--- src/rtl/approx_rc_adder_pipe.sv ---
// Pipelined approximate ripple-carry adder: low APPROX_BITS use cell S=X&Y&Z, Cout=1 unless in_exact.
// Optional error monitor (err_dist, max_err) enabled by defining APPROX_ERR_MON_EN.
module approx_rc_adder_pipe #(
  parameter int W           = 8,
  parameter int APPROX_BITS = 7,
  parameter int STAGES      = 2
) (
  input  logic         clk,
  input  logic         rst,
  input  logic         in_valid,
  output logic         in_ready,
  input  logic [W-1:0] in_a,
  input  logic [W-1:0] in_b,
  input  logic         in_exact,
  output logic         out_valid,
  input  logic         out_ready,
  output logic [W:0]   out_sum
`ifdef APPROX_ERR_MON_EN
  ,
  output logic [W:0]   err_dist,
  output logic [W:0]   max_err
`endif
);

  localparam int SEG_W = W / STAGES;
  localparam int LAST  = STAGES - 1;

  logic [STAGES-1:0] vld_q, vld_d;
  logic [STAGES-1:0] adv;
  logic [STAGES-1:0] carry_q, carry_d;
  logic              exact_q [STAGES];
  logic              exact_d [STAGES];
  logic [W-1:0]      a_q     [STAGES];
  logic [W-1:0]      a_d     [STAGES];
  logic [W-1:0]      b_q     [STAGES];
  logic [W-1:0]      b_d     [STAGES];
  logic [W-1:0]      sum_q   [STAGES];
  logic [W-1:0]      sum_d   [STAGES];
  logic [W:0]        seg;

  // Evaluates only the bit positions owned by segment seg_idx; other sum bits pass through.
  function automatic logic [W:0] seg_add(input logic [W-1:0] a, input logic [W-1:0] b,
                                         input logic [W-1:0] sum_in, input logic cin,
                                         input logic ex, input int seg_idx);
    logic [W-1:0] s;
    logic         c;
    s = sum_in;
    c = cin;
    for (int i = 0; i < W; i++) begin
      if (i / SEG_W == seg_idx) begin
        if (!ex && i < APPROX_BITS) begin
          s[i] = a[i] & b[i] & c;
          c    = 1'b1;
        end else begin
          s[i] = a[i] ^ b[i] ^ c;
          c    = (a[i] & b[i]) | (a[i] & c) | (b[i] & c);
        end
      end
    end
    return {c, s};
  endfunction

  always_comb begin
    adv     = '0;
    vld_d   = vld_q;
    carry_d = carry_q;
    exact_d = exact_q;
    a_d     = a_q;
    b_d     = b_q;
    sum_d   = sum_q;
    seg     = '0;

    adv[LAST] = !vld_q[LAST] || out_ready;
    for (int s = LAST - 1; s >= 0; s--) begin
      adv[s] = !vld_q[s] || adv[s+1];
    end

    // Stage 0: lowest segment straight from the operands, carry-in 0.
    if (adv[0]) begin
      seg        = seg_add(in_a, in_b, '0, 1'b0, in_exact, 0);
      vld_d[0]   = in_valid;
      exact_d[0] = in_exact;
      a_d[0]     = in_a;
      b_d[0]     = in_b;
      sum_d[0]   = seg[W-1:0];
      carry_d[0] = seg[W];
    end

    // Stages 1..LAST: continue the chain from the previous stage's registered carry.
    for (int s = 1; s < STAGES; s++) begin
      if (adv[s]) begin
        seg        = seg_add(a_q[s-1], b_q[s-1], sum_q[s-1], carry_q[s-1], exact_q[s-1], s);
        vld_d[s]   = vld_q[s-1];
        exact_d[s] = exact_q[s-1];
        a_d[s]     = a_q[s-1];
        b_d[s]     = b_q[s-1];
        sum_d[s]   = seg[W-1:0];
        carry_d[s] = seg[W];
      end
    end
  end

  always_ff @(posedge clk) begin
    if (rst) begin
      vld_q <= '0;
    end else begin
      vld_q <= vld_d;
    end
  end

  always_ff @(posedge clk) begin
    carry_q <= carry_d;
    exact_q <= exact_d;
    a_q     <= a_d;
    b_q     <= b_d;
    sum_q   <= sum_d;
  end

  assign in_ready  = adv[0];
  assign out_valid = vld_q[LAST];
  // Data registers are not reset, so the result is masked while the output is empty.
  assign out_sum   = vld_q[LAST] ? {carry_q[LAST], sum_q[LAST]} : '0;

`ifdef APPROX_ERR_MON_EN
  logic [W:0] exact_sum_q [STAGES];
  logic [W:0] exact_sum_d [STAGES];
  logic [W:0] max_err_q, max_err_d;
  logic [W:0] err_dist_c;

  always_comb begin
    exact_sum_d = exact_sum_q;
    if (adv[0]) begin
      exact_sum_d[0] = {1'b0, in_a} + {1'b0, in_b};
    end
    for (int s = 1; s < STAGES; s++) begin
      if (adv[s]) begin
        exact_sum_d[s] = exact_sum_q[s-1];
      end
    end

    err_dist_c = '0;
    if (out_valid) begin
      err_dist_c = (out_sum >= exact_sum_q[LAST]) ? out_sum - exact_sum_q[LAST]
                                                  : exact_sum_q[LAST] - out_sum;
    end

    max_err_d = max_err_q;
    if (out_valid && out_ready && err_dist_c > max_err_q) begin
      max_err_d = err_dist_c;
    end
  end

  always_ff @(posedge clk) begin
    exact_sum_q <= exact_sum_d;
    if (rst) begin
      max_err_q <= '0;
    end else begin
      max_err_q <= max_err_d;
    end
  end

  assign err_dist = err_dist_c;
  assign max_err  = max_err_q;
`endif

endmodule

--- config.mk ---
export PLATFORM = sky130hd
export DESIGN_NAME = approx_rc_adder_pipe
export DESIGN_NICKNAME = d
export VERILOG_FILES = /design/src/rtl/approx_rc_adder_pipe.sv
export SDC_FILE = /design/constraint.sdc
export NUM_CORES = 1
export LEC_CHECK = 0
export ABC_AREA = 1
export BUFFER_PORTS_ARGS = -buffer_cell sky130_fd_sc_hd__buf_2
export CELL_PAD_IN_SITES_DETAIL_PLACEMENT = 0
export CELL_PAD_IN_SITES_GLOBAL_PLACEMENT = 1
export CORE_MARGIN = 2
export CORE_UTILIZATION = 43
export DETAILED_ROUTE_END_ITERATION = 16
export GPL_TIMING_DRIVEN = 1
export HOLD_SLACK_MARGIN = 0.12
export PLACE_DENSITY_LB_ADDON = 0.1
export RECOVER_POWER = 100
export SYNTH_ARGS = -nofsm -noshare
export SYNTH_HDL_FRONTEND = slang
export SYNTH_SLANG_ARGS = --single-unit
--- constraint.sdc ---
create_clock -name clk -period 3.3 [get_ports clk]
set_input_delay 0.33 -clock clk [delete_from_list [all_inputs] [get_ports clk]]
set_output_delay 0.33 -clock clk [all_outputs]
set_load 0.02 [all_outputs]
# Yosys cells after proc, flatten, opt, wreduce, memory -nomap -nowiden

Cells that the tools add are included.

Register bits: 33
Output and inout port bits: 11
Logic and storage cells: 90

Multiplexer cells: 19
Bitwise operators: 57
Reductions and logical operators: 4

Operator list:

| kind              | count |
|---|---|
| bitwise AND 1 bit | 28 |
| two-way mux 1 bit | 18 |
| XOR 1 bit         | 15 |
| bitwise OR 1 bit  | 14 |
| two-way mux 9 bit | 1 |
| zero test 1 bit   | 2 |
| logical OR 1 bit  | 2 |

# Logic depth before layout (Yosys ltp)

Word-level depth: 18
Gate-level depth with buffers: 10
Gate-level depth less buffers: 10

# Worst setup path after synthesis

OpenSTA, ideal clock, no wires.

Kind: reg2reg
Start point: register exact_q[1] (netlist name)
End point: register sum_q[7] (netlist name) (data pin)
Library setup time: 0.250 ns
Data arrival time: 1.986 ns
Data required time: 3.050 ns
Setup slack: 1.064 ns
Stages on the path, launching flop included: 11
Path buffers: 0
Clock period less this slack: 2.236 ns
Cells stage by stage: edfxtp_1 inv_1 nor2_1 fa_1 nand2_1 inv_1 fa_1 nand2_1 inv_1 fa_1 inv_1

Cells in the longest elaborated chain, start to end: 13
Elaborated cells between the ends (all ways): 15
Those cells by class: mux: 6; bitwise: 9

RTL lines:

| element                       | RTL line | text |
|---|---|---|
| start, declared               | 31       | `logic exact_q [STAGES];` |
| start signal, assigned        | 113      | `exact_q <= exact_d;` |
| two-way mux 1 bit             | 51       | `if (!ex && i < APPROX_BITS) begin` |
| two-way mux 1 bit             | 91       | `if (adv[s]) begin` |
| bitwise AND 1 bit             | 56       | `c = (a[i] & b[i]) \| (a[i] & c) \| (b[i] & c);` |
| bitwise OR 1 bit (2 in a row) | 56       |  |
| two-way mux 1 bit             | 51       |  |
| two-way mux 1 bit             | 91       |  |
| bitwise AND 1 bit             | 56       |  |
| bitwise OR 1 bit (2 in a row) | 56       |  |
| two-way mux 1 bit *           | 51       |  |
| two-way mux 1 bit *           | 91       |  |
| XOR 1 bit *                   | 55       | `s[i] = a[i] ^ b[i] ^ c;` |
| end signal, assigned          | 116      | `sum_q <= sum_d;` |
| end, declared                 | 37       | `logic [W-1:0] sum_q [STAGES];` |

Every way passes the cells marked *; elsewhere a longest branch is shown, timed or not. The select of a mux whose other input is x is not followed.
A chain may end at the register's enable or synchronous reset.

# Worst setup path after layout

Ends and elaborated chain as after synthesis.

==> impl_metrics.yaml <==
run_status:
  run_status: "finished clean"
synth:
  yosys.area_share.simple_pct: 8.954
  synth_compound_area_share_pct: 3.119
  synth.lib_cells_used.distinct: 15
  synth.mux.area_fraction_pct: 0
  yosysSeqAreaShare_pct: 58.75
  ys.warnings.count: 0
  synthesis.area_per_instance_sq_um: 11.62
  synth_xor_area_share_pct: 0
  netlist_instances: 107
  syn-cell-area_sq_um: 1244
  synth_seq_cells: 25
  synth_top_family_by_area: "adder cells"
  share_of_synthesized_cell_area_in_full_adder_half_adder_and_majority_cells_pct: 18.31
  mappedNetlistNets: 142
drt:
  route.met2.wl_um: 761
  drt-pass1-iter-count: 2
  routed_wirelength_um: 1639
  routed.top_layer: "met4"
  remaining_drc_errors: 0
  vias_per_cell: 4.272
  route.vias.total: 739
  routed_wire_length_per_instance_um: 9.474
  route.layer.met1.wl_um: 741
  met3_length_um: 110
  ant_nets: 0
  dr.first_iter.drc_count: 13
power:
  power_density_nw_per_um2: 412.2
  irDropWorstVdd_mv: 0.3004
  leakage_uw: 0.0007517
clocking:
  post-cts-setup-buffer-count: 0
  clock_latency_ps: 310
  clock_sink_count: 25
  post_cts.resized_instances: 0
  tritoncts_clock_tree: "built"
  ctsHtreeMaxLevel: 1
  clk_pin_slew_ps: 130
  clockBufferDepth: 2
  ctsHoldBuffers: 0
  clk_root_buf: "sky130_fd_sc_hd__clkbuf_4"
  cts-buffers-inserted: 3
sta:
  final.setup.tns_ps: 0
  timing.fmax_mhz: 426.0
  fin_worst_skew_ps: 4.862
  timing_max_transition_violations_final: 0
  final_critical_path_setup_slack_ps: 952.6
  max_slew_margin_pct: 40.72
  rsz0062_at_grt: "false"
  report.final.setup_viol: 0
  finalHoldViolations: 0
  final_critical_path_time_including_i_o_delays_and_setup_ps: 2347
  min_period_over_period_pct: 71.13
  worstMarginPinSlew_ps: 889.3
placement:
  numPortBuffers: 31
  pre_cts_ws_ps: 908.4
  global_placement_routability_congestion: 0.7166
  placedCellCount: 169
  post_detailed_placement_cell_area_sq_um: 1434
  detailed_place_hpwl_um: 1291
global_routing:
  maximum_number_of_pins_on_one_net_before_global_route_repair: 17
  global_route_wire_length_before_repair_um: 2732
  initial_antenna_violation_count: 0
  gr-total-overflow: 0
  gr-usage-all-layers_pct: 11.02
  grt_pass1_vias: 648
final_layout:
  multiInputGateArea_sq_um: 370.4
  mostFrequentLayoutCell: "sky130_fd_sc_hd__inv_1"
  final_cells: 173
  ff_latch_area_sq_um: 730.7
  antenna_cells_inserted: 0
  post-route-cell-area_sq_um: 1434
  drive_gt1_share_pct: 16.20
  layout.filler_cells: 279
  final_cell_mix: "sky130_fd_sc_hd__inv_1, sky130_fd_sc_hd__nand2_1, sky130_fd_sc_hd__edfxtp_1, sky130_fd_sc_hd__buf_2, sky130_fd_sc_hd__clkbuf_1"
  final_nets: 178
  layout.core_utilization_pct: 52.00
  area_growth_syn_to_layout_pct: 15.29
setup_path:
  timing.rr.start: "exact_q[1]$_DFFE_PP_"
  worst_setup_path_end_kind: "register"
  worst_path_largest_cell_delay_ps: 470
  critical-path-slowest-cell: "sky130_fd_sc_hd__fa_1"
  cp-start-kind: "register"
  setup.reg_to_reg.worst_slack_ps: 950
  rr_endpoint: "sum_q[7]$_DFFE_PP_"
  criticalPathCategory: "register to register"
  path_max_fanout: 6
  worstPathCellList: "inv_1 -> nor2_1 -> fa_1 -> nand2_1 -> inv_1 -> fa_1 -> nand2_1 -> inv_1 -> fa_1 -> inv_1"
  worst-endpoint-required_ps: 3390
  timing.critical_path.mode_cell: "sky130_fd_sc_hd__inv_1"
  r2r_cells: 10
  arrival_ps: 2440
die:
  die-height_um: 57.78
  die_area_sq_um: 3339
  boundary_pin_count: 32
  start_util_pct: 45.10
  die_w_um: 57.78
  num_rows: 19
  core_area_sq_um: 2758
min_path:
  min_delay_path_depth: 2
  timing.hold.worst.class: "input port to register"
  hold_path_end: "vld_q[1]$_SDFFE_PP0P_"
  hold_path.startpoint: "rst"
job:
  cap_viol_max_count: 0
[synth_stat cells]
library cell                n  share of area (%)
sky130_fd_sc_hd__fa_1       7                 11
sky130_fd_sc_hd__inv_1     32                9.7
sky130_fd_sc_hd__edfxtp_1  23                 56
sky130_fd_sc_hd__ha_1       7                7.0
sky130_fd_sc_hd__dfxtp_1    2                3.2
sky130_fd_sc_hd__inv_2      1               0.30
sky130_fd_sc_hd__nor2_1     2               0.60
sky130_fd_sc_hd__a21oi_1    1               0.40
sky130_fd_sc_hd__nand2_4    1               0.91
sky130_fd_sc_hd__a21oi_2    1               0.70
sky130_fd_sc_hd__o21ai_1    3                1.2
sky130_fd_sc_hd__buf_6      1               0.91
sky130_fd_sc_hd__nand2_1   22                6.6
sky130_fd_sc_hd__o21ai_0    2               0.80
sky130_fd_sc_hd__nand3_1    2               0.80
[power by group]
group	switching [uW]	internal, uW	total, uW	leakage, uW
clock	83.7	47.2	131	0.0000150
sequential	11.3	381	392	0.000263
combinational	40.5	27.6	68.1	0.000473
[kinds of logic (layout without fill, tap and decap cells)]
kind of cell | Yosys count | in the layout
and+or+nand+nor | 27 | 27
buffers and inverters | 34 | 69
adders and majority gates | 14 | 14
AOI/OAI and AO/OA | 7 | 7
DFF | 25 | 25
[worst max path at each step]
stage / startpoint / to
2_1_floorplan: exact_q[1]$_DFFE_PP_ / sum_q[7]$_DFFE_PP_
3_3_place_gp: in_exact / sum_q[11]$_DFFE_PP_
3_5_place_dp: in_exact / sum_q[11]$_DFFE_PP_
4_1_cts: exact_q[1]$_DFFE_PP_ / sum_q[7]$_DFFE_PP_
5_1_grt: exact_q[1]$_DFFE_PP_ / sum_q[7]$_DFFE_PP_
6_report: exact_q[1]$_DFFE_PP_ / sum_q[7]$_DFFE_PP_
[layout make-up]
type / instances / share of cell area, %
Sequential cell: 25 / 50.96
Multi-Input combinational cell: 48 / 25.83
Timing Repair Buffer: 32 / 10.03
Inverter: 33 / 8.639
Tap cell: 31 / 2.705
Clock buffer: 4 / 1.832
[layer usage]
metal / vias to the layer above / track usage [%]
li1: 392 / -
met1: 319 / 12.86
met2: 24 / 18.67
met3: 4 / 3.348
met4: 0 / 4.983
met5: - / 0
[flip-flops by register name, summed over array words and instances (netlist names)]
name / flops
sum_q: 12
exact_q: 1
carry_q: 2
vld_q: 2
b_q: 4
a_q: 4
[worst max-delay path, delay by kind of cell, from the launching register on]
family | cells | cell delay, ps
and+or+nand+nor | 3 | 230
adders and majority gates | 3 | 1170
DFF | 1 | 440
buffers and inverters | 4 | 290
[through the flow]
stage / hold slack (ps) / total power [uW]
6_report: 183.3 / 591.0
5_1_grt: 153.6 / 629.3
4_1_cts: 173.8 / 603.2
3_5_place_dp: 405.6 / 473.8
3_3_place_gp: 401.7 / 470.9
2_1_floorplan: 392.4 / 444.4
Note: power is estimated with default switching activity, not from simulation.
